`config.mk`:
```
export PLATFORM = sky130hd
export DESIGN_NAME = mipi_csi_rx_packet_decoder_2lane
export DESIGN_NICKNAME = d
export VERILOG_FILES = /design/src/rtl/mipi_csi_pkg.sv /design/src/rtl/mipi_csi_ecc_check.sv /design/src/rtl/mipi_csi_rx_packet_decoder_2lane.sv
export SDC_FILE = /design/constraint.sdc
export NUM_CORES = 1
export LEC_CHECK = 0
export BUFFER_PORTS_ARGS = -buffer_cell sky130_fd_sc_hd__buf_2
export CORE_UTILIZATION = 35
export CTS_CLUSTER_DIAMETER = 200
export CTS_CLUSTER_SIZE = 12
export DETAILED_ROUTE_END_ITERATION = 8
export SETUP_SLACK_MARGIN = 0.3
export SLEW_MARGIN = 20
export SYNTH_ARGS = -nofsm -noshare
export SYNTH_HDL_FRONTEND = slang
export SYNTH_SLANG_ARGS = --single-unit
```
`constraint.sdc`:
```
create_clock -name clk_i -period 6.4 [get_ports clk_i]
set_input_delay 1.28 -clock clk_i [delete_from_list [all_inputs] [get_ports clk_i]]
set_output_delay 1.28 -clock clk_i [all_outputs]
set_load 0.005 [all_outputs]
```
`src/rtl/mipi_csi_pkg.sv`:
```
// Shared DataID codes, header byte layout, ECC parity masks and decoder state for the CSI-2 RX path.
package mipi_csi_pkg;

    localparam logic [5:0] DT_FS    = 6'h00;
    localparam logic [5:0] DT_FE    = 6'h01;
    localparam logic [5:0] DT_RAW8  = 6'h2A;
    localparam logic [5:0] DT_RAW10 = 6'h2B;
    localparam logic [5:0] DT_RAW12 = 6'h2C;
    localparam logic [5:0] DT_RAW14 = 6'h2D;

    localparam int HDR_DI_BYTE    = 0;
    localparam int HDR_WC_LO_BYTE = 1;
    localparam int HDR_WC_HI_BYTE = 2;
    localparam int HDR_ECC_BYTE   = 3;

    // Parity bit i is the XOR of the header bits selected by ECC_MASK[i] (bit 0 = DI[0]).
    localparam logic [23:0] ECC_MASK [6] = '{
        24'hF12CB7, 24'hF2555B, 24'h749A6D, 24'hB8E38E, 24'hDF03F0, 24'hEFFC00
    };

    typedef enum logic [1:0] {
        ST_IDLE    = 2'd0,
        ST_PAYLOAD = 2'd1,
        ST_SKIP    = 2'd2
    } state_t;

    function automatic logic is_raw_long(input logic [5:0] dt);
        return (dt == DT_RAW8) || (dt == DT_RAW10) || (dt == DT_RAW12) || (dt == DT_RAW14);
    endfunction

endpackage

```
`src/rtl/mipi_csi_ecc_check.sv`:
```
// CSI-2 header ECC recompute and compare; detection only, no correction.
// Latency: combinational; backpressure: none.
module mipi_csi_ecc_check
    import mipi_csi_pkg::*;
(
    input  logic [23:0] hdr_bits,
    input  logic [7:0]  ecc_rx,
    output logic [5:0]  ecc_calc,
    output logic        ecc_match
);

    always_comb begin
        ecc_calc = '0;
        for (int i = 0; i < 6; i++) begin
            ecc_calc[i] = ^(hdr_bits & ECC_MASK[i]);
        end
    end

    assign ecc_match = (ecc_rx == {2'b00, ecc_calc});

endmodule

```
`src/rtl/mipi_csi_rx_packet_decoder_2lane.sv`:
```
// CSI-2 packet decoder: header check, short-packet pulses, 32-bit payload realignment.
// Latency: pulses 1 cycle, payload beat 2 cycles after header; backpressure: none.
module mipi_csi_rx_packet_decoder_2lane
    import mipi_csi_pkg::*;
(
    input  logic        clk_i,
    input  logic        reset_n_i,
    input  logic        data_valid_i,
    input  logic [63:0] data_i,
    output logic        output_valid_o,
    output logic [63:0] data_o,
    output logic [2:0]  packet_type_o,
    output logic [15:0] packet_length_o,
    output logic        frame_start_o,
    output logic        frame_end_o,
    output logic        ecc_error_o,
    output logic        packet_error_o
);

    state_t      state_q, state_d;
    logic [13:0] beats_left_q, beats_left_d;
    logic [31:0] prev_hi_q;

    logic [7:0]  hdr_di;
    logic [15:0] hdr_wc;
    logic [7:0]  hdr_ecc;
    logic [16:0] wc_round;
    logic [5:0]  ecc_calc_unused;
    logic        ecc_ok;
    logic        accept_long;

    logic        out_vld_d, fs_d, fe_d, ecc_err_d, pkt_err_d;
    logic [63:0] out_dat_d;
    logic [2:0]  type_d;
    logic [15:0] len_d;

    assign hdr_di   = data_i[8*HDR_DI_BYTE +: 8];
    assign hdr_wc   = {data_i[8*HDR_WC_HI_BYTE +: 8], data_i[8*HDR_WC_LO_BYTE +: 8]};
    assign hdr_ecc  = data_i[8*HDR_ECC_BYTE +: 8];
    assign wc_round = {1'b0, hdr_wc} + 17'd7;

    mipi_csi_ecc_check u_ecc (
        .hdr_bits  ({hdr_wc, hdr_di}),
        .ecc_rx    (hdr_ecc),
        .ecc_calc  (ecc_calc_unused),
        .ecc_match (ecc_ok)
    );

    assign accept_long = ecc_ok && is_raw_long(hdr_di[5:0]) && (hdr_wc != 16'd0);

    always_ff @(posedge clk_i or negedge reset_n_i) begin
        if (!reset_n_i) begin
            state_q <= ST_IDLE;
        end else begin
            state_q <= state_d;
        end
    end

    always_comb begin
        state_d = state_q;
        case (state_q)
            ST_IDLE: begin
                if (data_valid_i) begin
                    state_d = accept_long ? ST_PAYLOAD : ST_SKIP;
                end
            end
            ST_PAYLOAD: begin
                if (!data_valid_i) begin
                    state_d = ST_IDLE;
                end else if (beats_left_q == 14'd1) begin
                    state_d = ST_SKIP;
                end
            end
            ST_SKIP: begin
                if (!data_valid_i) begin
                    state_d = ST_IDLE;
                end
            end
            default: state_d = ST_IDLE;
        endcase
    end

    always_comb begin
        out_vld_d    = 1'b0;
        out_dat_d    = data_o;
        fs_d         = 1'b0;
        fe_d         = 1'b0;
        ecc_err_d    = 1'b0;
        pkt_err_d    = 1'b0;
        type_d       = packet_type_o;
        len_d        = packet_length_o;
        beats_left_d = beats_left_q;
        case (state_q)
            ST_IDLE: begin
                if (data_valid_i) begin
                    if (!ecc_ok) begin
                        ecc_err_d = 1'b1;
                    end else if (hdr_di[5:0] == DT_FS) begin
                        fs_d = 1'b1;
                    end else if (hdr_di[5:0] == DT_FE) begin
                        fe_d = 1'b1;
                    end else if (accept_long) begin
                        type_d       = hdr_di[2:0];
                        len_d        = hdr_wc;
                        beats_left_d = wc_round[16:3];
                    end
                end
            end
            ST_PAYLOAD: begin
                if (data_valid_i) begin
                    out_vld_d    = 1'b1;
                    out_dat_d    = {data_i[31:0], prev_hi_q};
                    beats_left_d = beats_left_q - 14'd1;
                end else if (beats_left_q == 14'd1) begin
                    // Last beat's payload lives entirely in the previous upper half.
                    out_vld_d    = 1'b1;
                    out_dat_d    = {32'h0, prev_hi_q};
                    beats_left_d = '0;
                end else begin
                    pkt_err_d    = 1'b1;
                    beats_left_d = '0;
                end
            end
            default: ;
        endcase
    end

    always_ff @(posedge clk_i or negedge reset_n_i) begin
        if (!reset_n_i) begin
            beats_left_q    <= '0;
            prev_hi_q       <= '0;
            output_valid_o  <= 1'b0;
            data_o          <= '0;
            packet_type_o   <= '0;
            packet_length_o <= '0;
            frame_start_o   <= 1'b0;
            frame_end_o     <= 1'b0;
            ecc_error_o     <= 1'b0;
            packet_error_o  <= 1'b0;
        end else begin
            beats_left_q    <= beats_left_d;
            output_valid_o  <= out_vld_d;
            data_o          <= out_dat_d;
            packet_type_o   <= type_d;
            packet_length_o <= len_d;
            frame_start_o   <= fs_d;
            frame_end_o     <= fe_d;
            ecc_error_o     <= ecc_err_d;
            packet_error_o  <= pkt_err_d;
            if (data_valid_i) begin
                prev_hi_q <= data_i[63:32];
            end
        end
    end

endmodule

```
==> out/metrics.csv <==
metric;value;unit
CTS tree;done;
commonest cells in the netlist;dfrtp_1, mux2_2, xnor2_1;
pin count of the biggest net entering global routing;70;
Pleak;4.25;nW
Clock transition at path regs;0.06;ns
antenna violations before repair;0;
Syn Area/Cell;12.3;µm²
Final Skew;0.0124;ns
Via density;5.03;
first-pass detailed-route iteration total;4;
Syn Nets;644;
EDFF count, synth;0;
FF+latch count, synth;136;
Worst Hold Launch;data_o[33]$_DFFE_PN0P_;
Max FO, Critical Path;14;
initial core utilization;0.360;
CTS Buf Count;17;
Max transition margin;0.242;
cell area after layout;8360;µm²
Residual DRC;0;
H-tree levels;4;
Clock Path Buffers;2;
YS warnings;0;
Synth cell types;57;
Worst Hold Class;flip-flop to flip-flop;
Critical R2R Launch;beats_left_q[8]$_DFFE_PN0P_;
die area;19900;µm²
sequential element share of the synthesized area;0.502;
CP Launch Type;primary input;
final hold vios;0;
num ports;155;
Skew-Pair Late Insertion Delay;0.42;ns
WHS Endpoint;data_o[33]$_DFFE_PN0P_;
DRT Wirelength;17400;µm
Final setup viols;0;
Crit path arrival time;4.82;ns
Diodes inserted;0;
Hold Buf Count CTS;0;
Reg2Reg Depth;6;
Die Span Y;141;µm
synthesized instance count;550;
Yosys top cell by area;dfrtp_1;
Final Slew Violations;0;
Starting DRT DRC Count;178;
r2r endpoint;data_o[30]$_DFFE_PN0P_;
Worst-Margin Slew;1.12;ns
placed cell areas;7790;µm²
Max VDD drop;0.142;mV
ranking of synthesized cells by area;dfrtp_1, mux2_2, mux2_4;
unrepaired setup endpoints after global routing;no;
IO Port Bufs;154;
Worst EP required;6.70;ns
Max Cap Viol;0;
fmax;221;MHz
Total GRT Usage;0.183;
Period minus WS final;4.52;ns
core footprint;18800;µm²
GRT overflow;0;
row count;50;
via count;4902;
CTS Sinks;136;
final-stage net count;796;
pwr dens;250;nW/µm²
Setup CP Type;primary input to flip-flop;
reg-to-reg slack, setup;3.38;ns
share of cells above drive strength 1;0.386;
Power Total;2.09;mW
status;complete, no violations;
count leader, synth;dfrtp_1;
Post-DRT Antenna Nets;0;
ys flop type;dfrtp_1;
Post-CTS Resized;0;
Placer Congestion;0.873;
Root Buffer;clkbuf_16;
Post-synth ARST share;1.00;
WL per Instance;17.9;µm
Crit. End Element;flip-flop;
synthesized area;6780;µm²
area grow syn2layout;23.2;%
Synth top area share;0.502;
WHS Path Cells;2;
Final TNS setup;0;ns
chip width;141;µm
final cycle utilization of the critical path;0.706;
fillers;1766;
post-CTS setup buffer count;0;
post-detail-place hpwl;12700;µm
number of global-route vias before repair;5157;
global-route wire length before repair;28000;µm
-- power breakdown --
group,internal (mW),switching [mW]
Clock,0.548,0.388
Sequential,0.885,0.0131
Combinational,0.116,0.137
Total,1.55,0.538
-- critical path, cell delays in order --
cell and delay (ns):
buf_2 0.15, inv_1 0.10, ha_1 0.36, xnor2_1 0.20, xnor3_1 0.37, or2_0 0.26
mux2i_1 0.72, and3_1 0.64, buf_4 0.38, mux2_1 0.36
-- registers in the layout, indices dropped and copies added, names as in the netlist --
register and count:
frame_end_o 1, state_q 2, packet_error_o 1, packet_type_o 3
beats_left_q 14, prev_hi_q 32, packet_length_o 16, ecc_error_o 1
data_o 64, frame_start_o 1, output_valid_o 1
-- how the worst max path moves through the flow --
stage,start,end,slack [ns],cells past startpoint
floorplan,data_i[20],packet_length_o[10]$_DFFE_PN0P_,2.81,10
global placement,data_i[10],packet_length_o[1]$_DFFE_PN0P_,1.63,10
detailed placement,data_i[10],packet_length_o[1]$_DFFE_PN0P_,1.52,10
CTS,data_i[10],packet_length_o[1]$_DFFE_PN0P_,1.94,10
global route,data_i[10],packet_length_o[1]$_DFFE_PN0P_,1.64,10
finish,data_i[10],packet_length_o[1]$_DFFE_PN0P_,1.88,10
-- per-stage QoR --
step | utilization | cells | setup slack (ns) | hold slack [ns]
finish | 0.444 | 975 | 1.88 | 0.477
detailed placement | 0.414 | 943 | 1.52 | 0.469
floorplan | - | 550 | 2.81 | 0.473
CTS | 0.444 | 975 | 1.94 | 0.482
global route | 0.444 | 975 | 1.64 | 0.508
global placement | 0.414 | 943 | 1.63 | 0.468
-- cell usage in the layout, fill, tap and decap left out, types with 8 or more instances in the layout --
cell type	netlist	layout
buf_2	4	153
dfrtp_1	136	136
mux2_2	48	48
xnor2_1	40	40
nand2_1	39	39
mux2_4	33	33
o21ai_0	30	30
inv_1	27	27
ha_1	27	27
nor2_1	17	17
clkbuf_16	0	17
nor3_1	11	11
a22o_1	10	10
nand3_1	8	8
-- cell type report --
cell class | instances | area (µm²) | area share
inverter | 27 | 101 | 0.0121
clock inverter | 13 | 123 | 0.0147
timing repair buffer | 159 | 815 | 0.0975
multi-input combinational | 361 | 3150 | 0.377
tap | 260 | 325 | 0.0389
sequential | 136 | 3400 | 0.407
clock buffer | 19 | 443 | 0.0530
-- cells by family (layout without fill, tap and decap cells) --
| logic type | count (synthesis) | count (layout) | share of synthesized area |
|---|---|---|---|
| xor+xnor | 54 | 54 | 0.0850 |
| buf+inv | 53 | 218 | 0.0361 |
| compound gates | 86 | 86 | 0.0882 |
| simple gates | 109 | 109 | 0.0800 |
| mux | 85 | 85 | 0.159 |
| fa+ha+maj | 27 | 27 | 0.0498 |
| flops | 136 | 136 | 0.502 |
-- routing by layer --
| metal | part of all wire | vias to the layer above | global-route usage |
|---|---|---|---|
| met5 | 0 | - | 0 |
| met4 | 0.023 | 0 | 0.0738 |
| met3 | 0.067 | 28 | 0.0510 |
| met2 | 0.47 | 192 | 0.297 |
| met1 | 0.44 | 2429 | 0.230 |
| li1 | - | 2253 | - |
No activity file was read; power rests on OpenSTA's default activity.
